[src/rtl/tmds_multimode_encoder_if.sv]
// ----------------------------------------------------------------------------
// tmds_multimode_encoder_if
// Symbol bus between the video/packet scheduler and one TMDS lane encoder.
//   i_mode      [2:0]  0 control, 1 video, 2 TERC4, 3 video guard,
//                      4 data-island guard, 5-7 reserved (encoded as control 00)
//   i_data      [7:0]  video pixel component
//   i_ctrl      [1:0]  {c1,c0}
//   i_terc4     [3:0]  TERC4 nibble
//   o_tmds      [9:0]  encoded symbol, bit 0 serialised first
//   o_valid            pipeline holds post-reset data
//   o_disparity [5:0]  signed running disparity after o_tmds
// master: scheduler side.  slave: encoder side.
// ----------------------------------------------------------------------------
interface tmds_multimode_encoder_if;
  logic [2:0] i_mode;
  logic [7:0] i_data;
  logic [1:0] i_ctrl;
  logic [3:0] i_terc4;
  logic [9:0] o_tmds;
  logic       o_valid;
  logic [5:0] o_disparity;

  modport master (
    output i_mode, i_data, i_ctrl, i_terc4,
    input  o_tmds, o_valid, o_disparity
  );

  modport slave (
    input  i_mode, i_data, i_ctrl, i_terc4,
    output o_tmds, o_valid, o_disparity
  );
endinterface

[src/rtl/tmds_multimode_encoder.sv]
// ----------------------------------------------------------------------------
// tmds_multimode_encoder
// Per-lane HDMI TMDS encoder: DVI video, control periods, TERC4 data-island
// symbols and guard bands, with configurable pipeline depth.
// Parameters:
//   CHANNEL  lane index 0..2 (0 blue, 1 green, 2 red); selects guard codes
//   LATENCY  register stages from input sample to o_tmds, 3..8
// Ports:
//   i_hdmi_clk  pixel clock
//   i_reset_n   asynchronous active-low reset
//   io_bus      slave side of tmds_multimode_encoder_if
// Pipeline: stage 1 registers the inputs, stage 2 holds q_m and the
// precomputed non-video code, stages 3..LATENCY-1 are retiming, and the last
// stage does the disparity-dependent video encode and holds the disparity.
// ----------------------------------------------------------------------------
module tmds_multimode_encoder #(
  parameter int CHANNEL = 0,
  parameter int LATENCY = 4
) (
  input  logic                     i_hdmi_clk,
  input  logic                     i_reset_n,
  tmds_multimode_encoder_if.slave  io_bus
);

  if (CHANNEL < 0 || CHANNEL > 2) begin : g_bad_channel
    $error("tmds_multimode_encoder: CHANNEL must be 0..2");
  end
  if (LATENCY < 3 || LATENCY > 8) begin : g_bad_latency
    $error("tmds_multimode_encoder: LATENCY must be 3..8");
  end

  localparam logic [2:0] MODE_CTRL   = 3'd0;
  localparam logic [2:0] MODE_VIDEO  = 3'd1;
  localparam logic [2:0] MODE_TERC4  = 3'd2;
  localparam logic [2:0] MODE_VGUARD = 3'd3;
  localparam logic [2:0] MODE_DGUARD = 3'd4;

  localparam logic [9:0] SYM_CTRL00 = 10'h354;
  localparam logic [9:0] SYM_GUARD_A = 10'h2CC;
  localparam logic [9:0] SYM_GUARD_B = 10'h133;

  typedef struct packed {
    logic       vld;
    logic       is_video;
    logic [8:0] qm;
    logic [3:0] n1;     // ones in qm[7:0]
    logic [9:0] code;   // finished symbol for non-video modes
  } stage_t;

  localparam stage_t STAGE_RST = '{vld: 1'b0, is_video: 1'b0, qm: 9'd0,
                                   n1: 4'd0, code: SYM_CTRL00};

  function automatic logic [3:0] popcount8(input logic [7:0] v);
    logic [3:0] n;
    n = 4'd0;
    for (int i = 0; i < 8; i++) n = n + {3'b000, v[i]};
    return n;
  endfunction

  // Transition-minimising stage; q[8]=1 marks the XOR chain.
  function automatic logic [8:0] qm_encode(input logic [7:0] d);
    logic [3:0] n1;
    logic       use_xnor;
    logic [8:0] q;
    n1       = popcount8(d);
    use_xnor = (n1 > 4'd4) || (n1 == 4'd4 && !d[0]);
    q        = 9'd0;
    q[0]     = d[0];
    for (int i = 1; i < 8; i++)
      q[i] = use_xnor ? ~(q[i-1] ^ d[i]) : (q[i-1] ^ d[i]);
    q[8] = ~use_xnor;
    return q;
  endfunction

  function automatic logic [9:0] terc4_code(input logic [3:0] t);
    logic [9:0] c;
    case (t)
      4'h0: c = 10'h29C;  4'h1: c = 10'h263;  4'h2: c = 10'h2E4;  4'h3: c = 10'h2E2;
      4'h4: c = 10'h171;  4'h5: c = 10'h11E;  4'h6: c = 10'h18E;  4'h7: c = 10'h13C;
      4'h8: c = 10'h2CC;  4'h9: c = 10'h139;  4'hA: c = 10'h19C;  4'hB: c = 10'h2C6;
      4'hC: c = 10'h28E;  4'hD: c = 10'h271;  4'hE: c = 10'h163;  default: c = 10'h2C3;
    endcase
    return c;
  endfunction

  function automatic logic [9:0] ctrl_code(input logic [1:0] c);
    logic [9:0] s;
    case (c)
      2'b00:   s = 10'h354;
      2'b01:   s = 10'h0AB;
      2'b10:   s = 10'h154;
      default: s = 10'h2AB;
    endcase
    return s;
  endfunction

  // ---------------- stage 1: input registers ----------------
  logic       r_s1_vld;
  logic [2:0] r_s1_mode;
  logic [7:0] r_s1_data;
  logic [1:0] r_s1_ctrl;
  logic [3:0] r_s1_terc4;

  always_ff @(posedge i_hdmi_clk or negedge i_reset_n) begin
    if (!i_reset_n) begin
      r_s1_vld   <= 1'b0;
      r_s1_mode  <= MODE_CTRL;
      r_s1_data  <= 8'd0;
      r_s1_ctrl  <= 2'b00;
      r_s1_terc4 <= 4'd0;
    end else begin
      r_s1_vld   <= 1'b1;
      r_s1_mode  <= io_bus.i_mode;
      r_s1_data  <= io_bus.i_data;
      r_s1_ctrl  <= io_bus.i_ctrl;
      r_s1_terc4 <= io_bus.i_terc4;
    end
  end

  // ---------------- stage 2: q_m and non-video lookup ----------------
  stage_t     w_s2;
  logic [8:0] w_qm;

  assign w_qm = qm_encode(r_s1_data);

  always_comb begin
    w_s2          = STAGE_RST;
    w_s2.vld      = r_s1_vld;
    w_s2.is_video = (r_s1_mode == MODE_VIDEO);
    w_s2.qm       = w_qm;
    w_s2.n1       = popcount8(w_qm[7:0]);
    case (r_s1_mode)
      MODE_CTRL:   w_s2.code = ctrl_code(r_s1_ctrl);
      MODE_TERC4:  w_s2.code = terc4_code(r_s1_terc4);
      MODE_VGUARD: w_s2.code = (CHANNEL == 1) ? SYM_GUARD_B : SYM_GUARD_A;
      // Lane 0 carries {1,1,vsync,hsync} as TERC4 during the island guard.
      MODE_DGUARD: w_s2.code = (CHANNEL == 0) ? terc4_code(r_s1_terc4) : SYM_GUARD_B;
      default:     w_s2.code = SYM_CTRL00;
    endcase
  end

  stage_t r_pipe [2:LATENCY-1];

  always_ff @(posedge i_hdmi_clk or negedge i_reset_n) begin
    if (!i_reset_n) begin
      for (int k = 2; k <= LATENCY - 1; k++) r_pipe[k] <= STAGE_RST;
    end else begin
      r_pipe[2] <= w_s2;
      for (int k = 3; k <= LATENCY - 1; k++) r_pipe[k] <= r_pipe[k-1];
    end
  end

  // ---------------- final stage: disparity-aware video encode ----------------
  stage_t            w_last;
  logic              w_qm8;
  logic signed [5:0] w_diff;     // N1 - N0 of qm[7:0]
  logic [9:0]        w_vid_sym;
  logic signed [5:0] w_cnt_nxt;
  logic [9:0]        r_tmds;
  logic              r_vld;
  logic signed [5:0] r_cnt;

  assign w_last = r_pipe[LATENCY-1];
  assign w_qm8  = w_last.qm[8];
  assign w_diff = $signed({1'b0, w_last.n1, 1'b0}) - 6'sd8;

  always_comb begin
    w_vid_sym = {1'b0, w_qm8, w_last.qm[7:0]};
    w_cnt_nxt = r_cnt;
    if (r_cnt == 6'sd0 || w_last.n1 == 4'd4) begin
      w_vid_sym = {~w_qm8, w_qm8, w_qm8 ? w_last.qm[7:0] : ~w_last.qm[7:0]};
      w_cnt_nxt = w_qm8 ? (r_cnt + w_diff) : (r_cnt - w_diff);
    end else if ((r_cnt > 6'sd0 && w_last.n1 > 4'd4) ||
                 (r_cnt < 6'sd0 && w_last.n1 < 4'd4)) begin
      w_vid_sym = {1'b1, w_qm8, ~w_last.qm[7:0]};
      w_cnt_nxt = r_cnt + $signed({4'b0000, w_qm8, 1'b0}) - w_diff;
    end else begin
      w_vid_sym = {1'b0, w_qm8, w_last.qm[7:0]};
      w_cnt_nxt = r_cnt + w_diff - (w_qm8 ? 6'sd0 : 6'sd2);
    end
  end

  always_ff @(posedge i_hdmi_clk or negedge i_reset_n) begin
    if (!i_reset_n) begin
      r_tmds <= SYM_CTRL00;
      r_vld  <= 1'b0;
      r_cnt  <= 6'sd0;
    end else begin
      r_vld <= w_last.vld;
      if (w_last.is_video) begin
        r_tmds <= w_vid_sym;
        r_cnt  <= w_cnt_nxt;
      end else begin
        // Any non-video symbol restarts the DVI running disparity.
        r_tmds <= w_last.code;
        r_cnt  <= 6'sd0;
      end
    end
  end

  assign io_bus.o_tmds      = r_tmds;
  assign io_bus.o_valid     = r_vld;
  assign io_bus.o_disparity = r_cnt;

endmodule
[src/flat_wrapper.sv]
// flat-port wrapper written by rule: the top's interface ports become plain ports
module tmds_multimode_encoder_flat 
#(
  parameter int CHANNEL = 0,
  parameter int LATENCY = 4
)
  (i_hdmi_clk, i_reset_n, io_bus_i_mode, io_bus_i_data, io_bus_i_ctrl, io_bus_i_terc4, io_bus_o_tmds, io_bus_o_valid, io_bus_o_disparity);
  tmds_multimode_encoder_if io_bus_i ();
  input  logic i_hdmi_clk;
  input  logic i_reset_n;
  input wire logic [$bits(io_bus_i.i_mode)-1:0] io_bus_i_mode;
  input wire logic [$bits(io_bus_i.i_data)-1:0] io_bus_i_data;
  input wire logic [$bits(io_bus_i.i_ctrl)-1:0] io_bus_i_ctrl;
  input wire logic [$bits(io_bus_i.i_terc4)-1:0] io_bus_i_terc4;
  output wire logic [$bits(io_bus_i.o_tmds)-1:0] io_bus_o_tmds;
  output wire logic [$bits(io_bus_i.o_valid)-1:0] io_bus_o_valid;
  output wire logic [$bits(io_bus_i.o_disparity)-1:0] io_bus_o_disparity;
  assign io_bus_i.i_mode = io_bus_i_mode;
  assign io_bus_i.i_data = io_bus_i_data;
  assign io_bus_i.i_ctrl = io_bus_i_ctrl;
  assign io_bus_i.i_terc4 = io_bus_i_terc4;
  assign io_bus_o_tmds = io_bus_i.o_tmds;
  assign io_bus_o_valid = io_bus_i.o_valid;
  assign io_bus_o_disparity = io_bus_i.o_disparity;
  tmds_multimode_encoder #(.CHANNEL(CHANNEL), .LATENCY(LATENCY)) u_core (.i_hdmi_clk(i_hdmi_clk), .i_reset_n(i_reset_n), .io_bus(io_bus_i));
endmodule
[config.mk]
export PLATFORM = sky130hd
export DESIGN_NAME = tmds_multimode_encoder_flat
export DESIGN_NICKNAME = d
export VERILOG_FILES = /design/src/rtl/tmds_multimode_encoder_if.sv /design/src/rtl/tmds_multimode_encoder.sv /design/src/flat_wrapper.sv
export SDC_FILE = /design/constraint.sdc
export NUM_CORES = 1
export LEC_CHECK = 0
export CAP_MARGIN = 30
export CORE_ASPECT_RATIO = 1.1
export CORE_MARGIN = 2
export CORE_UTILIZATION = 58
export CTS_BUF_LIST = sky130_fd_sc_hd__clkbuf_4 sky130_fd_sc_hd__clkbuf_8 sky130_fd_sc_hd__clkbuf_16
export DETAILED_ROUTE_END_ITERATION = 6
export PLACE_DENSITY = 0.9
export SLEW_MARGIN = 20
export SYNTH_ARGS = -nofsm -noshare
export SYNTH_HDL_FRONTEND = slang
export SYNTH_SLANG_ARGS = --single-unit
[constraint.sdc]
create_clock -name i_hdmi_clk -period 6.7 [get_ports i_hdmi_clk]
set_clock_uncertainty 0.05 [all_clocks]
set_input_delay 1.675 -clock i_hdmi_clk [delete_from_list [all_inputs] [get_ports i_hdmi_clk]]
set_output_delay 1.675 -clock i_hdmi_clk [all_outputs]
set_load 0.005 [all_outputs]
==> flow_metrics.env, run 1 <==
export IMPL_routed_wl_um=7372
export IMPL_worstPathMaxFanout=5
export IMPL_drv_slew=0
export IMPL_ys_seq_area_frac=0.4930
export IMPL_diodes=0
export IMPL_synth_top_cell_area_share=0.4014
export IMPL_power_density_nw_per_um2=412.7
export IMPL_fmax_mhz=156.9
export IMPL_place_area_sq_um=4691
export IMPL_wl_per_cell_um=15.17
export IMPL_max_cap_viol_count=0
export IMPL_root_buffer="clkbuf_8"
export IMPL_core_sq_um=7087
export IMPL_cts_num_sinks=84
export IMPL_cpMostUsedCell="fa_1"
export IMPL_clk_latency_ns=0.34
export IMPL_rsz0062_at_grt="no"
export IMPL_hpwl_um=5361
export IMPL_p_leak_nw=2.335
export IMPL_clkTransAtPathRegs_ns=0.07
export IMPL_cts_buffer_depth=2
export IMPL_crit_arrival_ns=6.56
export IMPL_r2r_setup_slack_ns=0.33
export IMPL_ys_seq_elements=84
export IMPL_max_slew_margin=0.5090
export IMPL_worstSetupStartpointType="flop"
export IMPL_peakVddDrop_uv=200.2
export IMPL_status="complete, no violations"
export IMPL_worst_slew_pin_slew_ns=0.7365
export IMPL_crit_chain="ha_1 > inv_1 > fa_1 > fa_1 > inv_1 > fa_1 > fa_1 > nor3b_1 > o21ai_0 > a21oi_2 > xnor2_1 > ha_1 > inv_1 > fa_1 > inv_1 > fa_1 > inv_1 > fa_1 > fa_1 > inv_1"
export IMPL_ff2ff_path_depth=20
export IMPL_yosys_warnings=0
export IMPL_syn_avg_cell_area_sq_um=11.88
export IMPL_synthDistinctLibCells=51
export IMPL_cts_setup_buffers=0
export IMPL_vias_per_cell=5.615
export IMPL_hold_start="u_core.r_pipe[36]$_DFF_PN0_"
export IMPL_pin_count=36
export IMPL_vias=2729
export IMPL_total_power_w=0.002031
export IMPL_finalInstanceArea_sq_um=4921
export IMPL_slowest_delay_ns=0.52
export IMPL_pre_cts_slack_ns=0.4236
export IMPL_cts_buffers=9
export IMPL_syn_nets=429
export IMPL_fillers=515
export IMPL_grt_usage=0.2060
export IMPL_setup_violations=0
export IMPL_yosysTopAreaCell="dfrtp_1"
export IMPL_die_h_um=94.32
export IMPL_antenna_found_initial=0
export IMPL_nets=463
export IMPL_grt_pass1_vias=2804
export IMPL_place_congestion=0.8571
export IMPL_r2r_start="u_core.r_s1_data[0]$_DFF_PN0_"
export IMPL_cp_slowest_cell="fa_1"
export IMPL_synth_edf_count=0
export IMPL_row_count=32
export IMPL_finalHoldViolCount=0
export IMPL_ctsHoldBuffers=0
export IMPL_dieWidth_um=86.11
export IMPL_path_class="reg2reg"
export IMPL_drt_first_pass_iters=5
export IMPL_tns_ns=0
export IMPL_worstReg2RegEnd="u_core.r_pipe[36]$_DFF_PN0_"
export IMPL_worstSetupEndpointType="flop"
export IMPL_drt_iter0_drc=135
export IMPL_io_buffer_count=34
export IMPL_grt_overflow_total=0
export IMPL_synth_ff_type="dfrtp_1"
export IMPL_post_route_drc_count=0
export IMPL_die_area_sq_um=8122
export IMPL_htree_levels=3
export IMPL_grt_pass1_wl_um=12810
export IMPL_layout_drive_gt1_share=0.1147
export IMPL_async_flop_share=1.000
export IMPL_timing_final_ws_setup_ns=0.3270
export IMPL_ant_nets=0
export IMPL_whs_path_depth=0
export IMPL_initial_utilization=0.6070
export IMPL_synth_area_sq_um=4302
export IMPL_synthTopCellsByArea="dfrtp_1, ha_1, dfstp_2, fa_1, mux2i_1"
export IMPL_fin_crit_ns=6.373
export IMPL_cts_tree="built"
export IMPL_synthCells=362
export IMPL_min_path_type="reg2reg"
export IMPL_grt_start_max_net_pins=85
export IMPL_crit_required_ns=6.89
export IMPL_cts_resized=0
export IMPL_finalCritPeriodShare=0.9512
export IMPL_syn2layout_area_growth_pct=14.40
export IMPL_holdPathEnd="u_core.r_pipe[11]$_DFF_PN0_"
## metrics by stage
stage / hold slack, ns / util / cells
after floorplan: 0.2812 / - / 362
after global placement: 0.2830 / 0.6619 / 470
after detailed placement: 0.2863 / 0.6619 / 470
after CTS: 0.3030 / 0.6939 / 486
after global routing: 0.3076 / 0.6944 / 486
final: 0.3021 / 0.6944 / 486
## worst max-delay path: cells and delay by family, from the launching register on
family | cells | cell delay (ns)
AOI/OAI and AO/OA | 2 | 0.52
and+or+nand+nor | 1 | 0.31
xor gates and xnor gates | 1 | 0.14
adders and majority gates | 10 | 4.48
buffers and inverters | 6 | 0.33
DFF | 1 | 0.44
## sequential cells by signal, indices dropped and copies added (netlist names)
| name | cells |
|---|---|
| u_core.io_bus.o_tmds | 10 |
| u_core.io_bus.o_valid | 1 |
| u_core.r_s1_ctrl | 2 |
| u_core.r_pipe | 50 |
| u_core.r_s1_mode | 3 |
| u_core.io_bus.o_disparity | 5 |
| u_core.r_s1_data | 8 |
| u_core.r_s1_terc4 | 4 |
| u_core.r_s1_vld | 1 |
## synth_stat cells (2+ instances only)
| library cell | count |
|---|---|
| conb_1 | 2 |
| inv_1 | 39 |
| o211a_1 | 2 |
| nand2b_1 | 5 |
| and2_1 | 2 |
| ha_1 | 34 |
| or3b_2 | 2 |
| o21a_1 | 3 |
| fa_1 | 14 |
| nand3b_1 | 3 |
| nor2_1 | 13 |
| or2_2 | 3 |
| a211oi_1 | 2 |
| dfstp_2 | 15 |
| nand3_1 | 2 |
| buf_2 | 5 |
| a31oi_1 | 4 |
| a21o_1 | 4 |
| o31ai_1 | 2 |
| o211ai_1 | 2 |
| a32oi_1 | 2 |
| dfrtp_1 | 69 |
| a21oi_1 | 16 |
| mux2i_1 | 19 |
| xor2_1 | 5 |
| o22ai_1 | 3 |
| clkbuf_1 | 4 |
| mux2_2 | 3 |
| nor3b_1 | 9 |
| nand2_1 | 15 |
| xnor2_1 | 18 |
| o21ai_0 | 15 |
| o31a_1 | 2 |
| nor3_1 | 4 |
| nor2b_1 | 4 |
## final cells by class
class | count | area, sq um | share of cell area
flip-flops and latches | 84 | 2121 | 0.4310
multi-input cells | 227 | 1972 | 0.4007
well taps | 85 | 106.4 | 0.02161
inverters | 39 | 146.4 | 0.02975
clock inverters | 4 | 73.82 | 0.01500
clock buffers | 12 | 152.6 | 0.03102
repair buffers | 35 | 349.1 | 0.07094
## where the power goes
group / internal, W / switching (W)
sequential: 0.000617 / 0.0000760
clock: 0.000229 / 0.000168
combinational: 0.000439 / 0.000502
## how the worst max path moves through the flow
stage          slack (ns)                     startpoint                           to  cells past startpoint
6_report             0.33  u_core.r_s1_data[0]$_DFF_PN0_  u_core.r_pipe[36]$_DFF_PN0_                     20
5_1_grt              0.07  u_core.r_s1_data[0]$_DFF_PN0_  u_core.r_pipe[36]$_DFF_PN0_                     20
4_1_cts              0.34  u_core.r_s1_data[0]$_DFF_PN0_  u_core.r_pipe[36]$_DFF_PN0_                     20
3_5_place_dp         0.42  u_core.r_s1_data[0]$_DFF_PN0_  u_core.r_pipe[36]$_DFF_PN0_                     20
3_3_place_gp         0.75  u_core.r_s1_data[0]$_DFF_PN0_  u_core.r_pipe[36]$_DFF_PN0_                     20
2_1_floorplan        0.87  u_core.r_s1_data[0]$_DFF_PN0_  u_core.r_pipe[37]$_DFF_PN0_                     20
## routing by layer
layer  track usage  up-vias  part of all wire
met4       0.08598        0             0.023
met3       0.05272       18             0.045
li1              -     1277                 -
met5             0        -                 0
met1        0.2445     1359              0.40
met2        0.3559       75              0.53
## kinds of logic after synthesis
logic type	synth area share
AOI/OAI and AO/OA	0.1053
xor gates and xnor gates	0.05206
adders and majority gates	0.1640
buffers and inverters	0.04857
DFF	0.4930
muxes	0.05206
other	0.001746
and+or+nand+nor	0.08319
## cells in the final DEF, fill, tap and decap left out, types with 3 or more instances in the layout
| cell | synthesis | layout |
|---|---|---|
| a21o_1 | 4 | 4 |
| a21oi_1 | 16 | 16 |
| a31oi_1 | 4 | 4 |
| clkbuf_8 | 0 | 10 |
| clkdlybuf4s50_1 | 0 | 33 |
| dfrtp_1 | 69 | 69 |
| dfstp_2 | 15 | 15 |
| fa_1 | 14 | 14 |
| ha_1 | 34 | 34 |
| inv_1 | 39 | 39 |
| mux2_2 | 3 | 3 |
| mux2i_1 | 19 | 19 |
| nand2_1 | 15 | 15 |
| nand2b_1 | 5 | 5 |
| nand3b_1 | 3 | 3 |
| nor2_1 | 13 | 13 |
| nor2b_1 | 4 | 4 |
| nor3_1 | 4 | 4 |
| nor3b_1 | 9 | 9 |
| o21a_1 | 3 | 3 |
| o21ai_0 | 15 | 15 |
| o22ai_1 | 3 | 3 |
| or2_2 | 3 | 3 |
| xnor2_1 | 18 | 18 |
| xor2_1 | 5 | 5 |
Note: power is estimated with default switching activity, not from simulation.
==> run 2, diff against run 1 <==
--- a/config.mk
+++ b/config.mk
@@ -12,7 +12,6 @@
 export CTS_BUF_LIST = sky130_fd_sc_hd__clkbuf_4 sky130_fd_sc_hd__clkbuf_8 sky130_fd_sc_hd__clkbuf_16
 export DETAILED_ROUTE_END_ITERATION = 6
 export PLACE_DENSITY = 0.9
-export SLEW_MARGIN = 20
 export SYNTH_ARGS = -nofsm -noshare
 export SYNTH_HDL_FRONTEND = slang
 export SYNTH_SLANG_ARGS = --single-unit
==> flow_metrics.env, run 2 (synthesis results as in run 1) <==
export IMPL_clkTransAtPathRegs_ns=0.07
export IMPL_finalCritPeriodShare=0.9515
export IMPL_layout_drive_gt1_share=0.1169
export IMPL_grt_pass1_wl_um=12810
export IMPL_crit_family="adder cells"
export IMPL_slowest_delay_ns=0.52
export IMPL_root_buffer="clkbuf_8"
export IMPL_post_route_drc_count=0
export IMPL_vias=2714
export IMPL_cts_buffers=9
export IMPL_grt_start_max_net_pins=85
export IMPL_drv_slew=0
export IMPL_ff_latch_area_sq_um=2121
export IMPL_ctsHoldBuffers=0
export IMPL_worstSetupEndpointType="flop"
export IMPL_pin_count=36
export IMPL_drt_iter0_drc=123
export IMPL_ant_nets=0
export IMPL_hpwl_um=5361
export IMPL_die_area_sq_um=8122
export IMPL_worst_slew_pin_slew_ns=0.7305
export IMPL_cts_tree="built"
export IMPL_cp_slowest_cell="fa_1"
export IMPL_place_congestion=0.8571
export IMPL_largest_reg_flops=50
export IMPL_postLayoutCoreUtil=0.6977
export IMPL_crit_arrival_ns=6.56
export IMPL_nets=464
export IMPL_antenna_found_initial=0
export IMPL_wl_per_cell_um=15.15
export IMPL_rsz0062_at_grt="no"
export IMPL_mostFrequentLayoutCells="dfrtp_1, inv_1, ha_1"
export IMPL_worstSetupStartpointType="flop"
export IMPL_power_density_nw_per_um2=410.8
export IMPL_diodes=0
export IMPL_cts_num_sinks=84
export IMPL_die_h_um=94.32
export IMPL_cts_buffer_depth=2
export IMPL_cts_resized=0
export IMPL_cts_setup_buffers=0
export IMPL_fillers=511
export IMPL_tns_ns=0
export IMPL_crit_required_ns=6.89
export IMPL_cpMostUsedCell="fa_1"
export IMPL_path_class="reg2reg"
export IMPL_htree_levels=3
export IMPL_worstPathMaxFanout=5
export IMPL_drt_first_pass_iters=5
export IMPL_initial_utilization=0.6070
export IMPL_crit_buf_inv=6
export IMPL_routed_wl_um=7380
export IMPL_vias_per_cell=5.573
export IMPL_layout_commonest_cell="dfrtp_1"
export IMPL_core_sq_um=7087
export IMPL_largest_register="u_core.r_pipe"
export IMPL_fmax_mhz=156.9
export IMPL_max_slew_margin=0.5130
export IMPL_status="complete, no violations"
export IMPL_dieWidth_um=86.11
export IMPL_peakVddDrop_uv=200.2
export IMPL_fin_crit_ns=6.375
export IMPL_clk_latency_ns=0.34
export IMPL_row_count=32
export IMPL_max_cap_viol_count=0
export IMPL_crit_chain="ha_1 > inv_1 > fa_1 > fa_1 > inv_1 > fa_1 > fa_1 > nor3b_1 > o21ai_0 > a21oi_2 > xnor2_1 > ha_1 > inv_1 > fa_1 > inv_1 > fa_1 > inv_1 > fa_1 > fa_1 > inv_1"
export IMPL_finalHoldViolCount=0
export IMPL_min_path_type="reg2reg"
export IMPL_setup_violations=0
export IMPL_multi_input_area_sq_um=1972
export IMPL_p_leak_nw=2.347
export IMPL_grt_pass1_vias=2804
export IMPL_grt_usage=0.2060
export IMPL_io_buffer_count=34
export IMPL_grt_overflow_total=0
export IMPL_syn2layout_area_growth_pct=14.95
run 2: changes by cell type in the layout (fill, tap and decap cells not counted):
cell | before | now
buf_16 | 0 | 1
buf_6 | 1 | 0
buf_4 | 1 | 2
run 2: area by class of cell:
type	instances	area share
inverters	39	0.02961
clock buffers	12	0.03087
clock inverters	4	0.01493
flip-flops and latches	84	0.4289
well taps	85	0.02151
multi-input cells	227	0.3988
repair buffers	36	0.07540
run 2: power breakdown:
| part | leakage, nW | switching [W] | internal [W] |
|---|---|---|---|
| clock network | 0.117 | 0.000168 | 0.000229 |
| registers | 1.00 | 0.0000758 | 0.000617 |
| logic | 1.23 | 0.000502 | 0.000440 |
| total | 2.35 | 0.000745 | 0.00129 |
run 2: routing by layer:
metal	track usage	vias to the layer above	share of wire
li1	-	1282	-
met1	0.2445	1347	0.41
met2	0.3559	69	0.52
met3	0.05272	16	0.043
met4	0.08598	0	0.022
met5	0	-	0
run 2: worst reg2reg max path, stage by stage, from the launching register on:
cell	delay, ns
dfrtp_1	0.44
ha_1	0.37
inv_1	0.07
fa_1	0.48
fa_1	0.52
inv_1	0.05
fa_1	0.40
fa_1	0.46
nor3b_1	0.31
o21ai_0	0.17
a21oi_2	0.35
xnor2_1	0.14
ha_1	0.29
inv_1	0.06
fa_1	0.52
inv_1	0.05
fa_1	0.49
inv_1	0.06
fa_1	0.45
fa_1	0.50
inv_1	0.04
run 2: metrics by stage:
step / std cells / cell area, sq um / hold WS [ns] / setup WS [ns] / power (W)
detailed placement: 470 / 4691 / 0.2863 / 0.4236 / 0.001631
floorplan: 362 / 4302 / 0.2812 / 0.8680 / 0.001384
CTS: 486 / 4917 / 0.3030 / 0.3398 / 0.002041
global placement: 470 / 4691 / 0.2830 / 0.7513 / 0.001573
global route: 487 / 4945 / 0.3076 / 0.07342 / 0.002199
finish: 487 / 4945 / 0.3021 / 0.3248 / 0.002032
run 2: worst paths after layout:
path	from	endpoint	slack, ns	cells after the start
max	u_core.r_s1_data[0]$_DFF_PN0_	u_core.r_pipe[36]$_DFF_PN0_	0.32	20
min	u_core.r_pipe[36]$_DFF_PN0_	u_core.r_pipe[11]$_DFF_PN0_	0.30	0
max reg2reg	u_core.r_s1_data[0]$_DFF_PN0_	u_core.r_pipe[36]$_DFF_PN0_	0.32	20
min reg2reg	u_core.r_pipe[36]$_DFF_PN0_	u_core.r_pipe[11]$_DFF_PN0_	0.30	0
max in group asynchronous	i_reset_n	u_core.r_pipe[4]$_DFF_PN1_	4.80	2
min in group asynchronous	i_reset_n	u_core.r_s1_terc4[3]$_DFF_PN0_	1.17	1
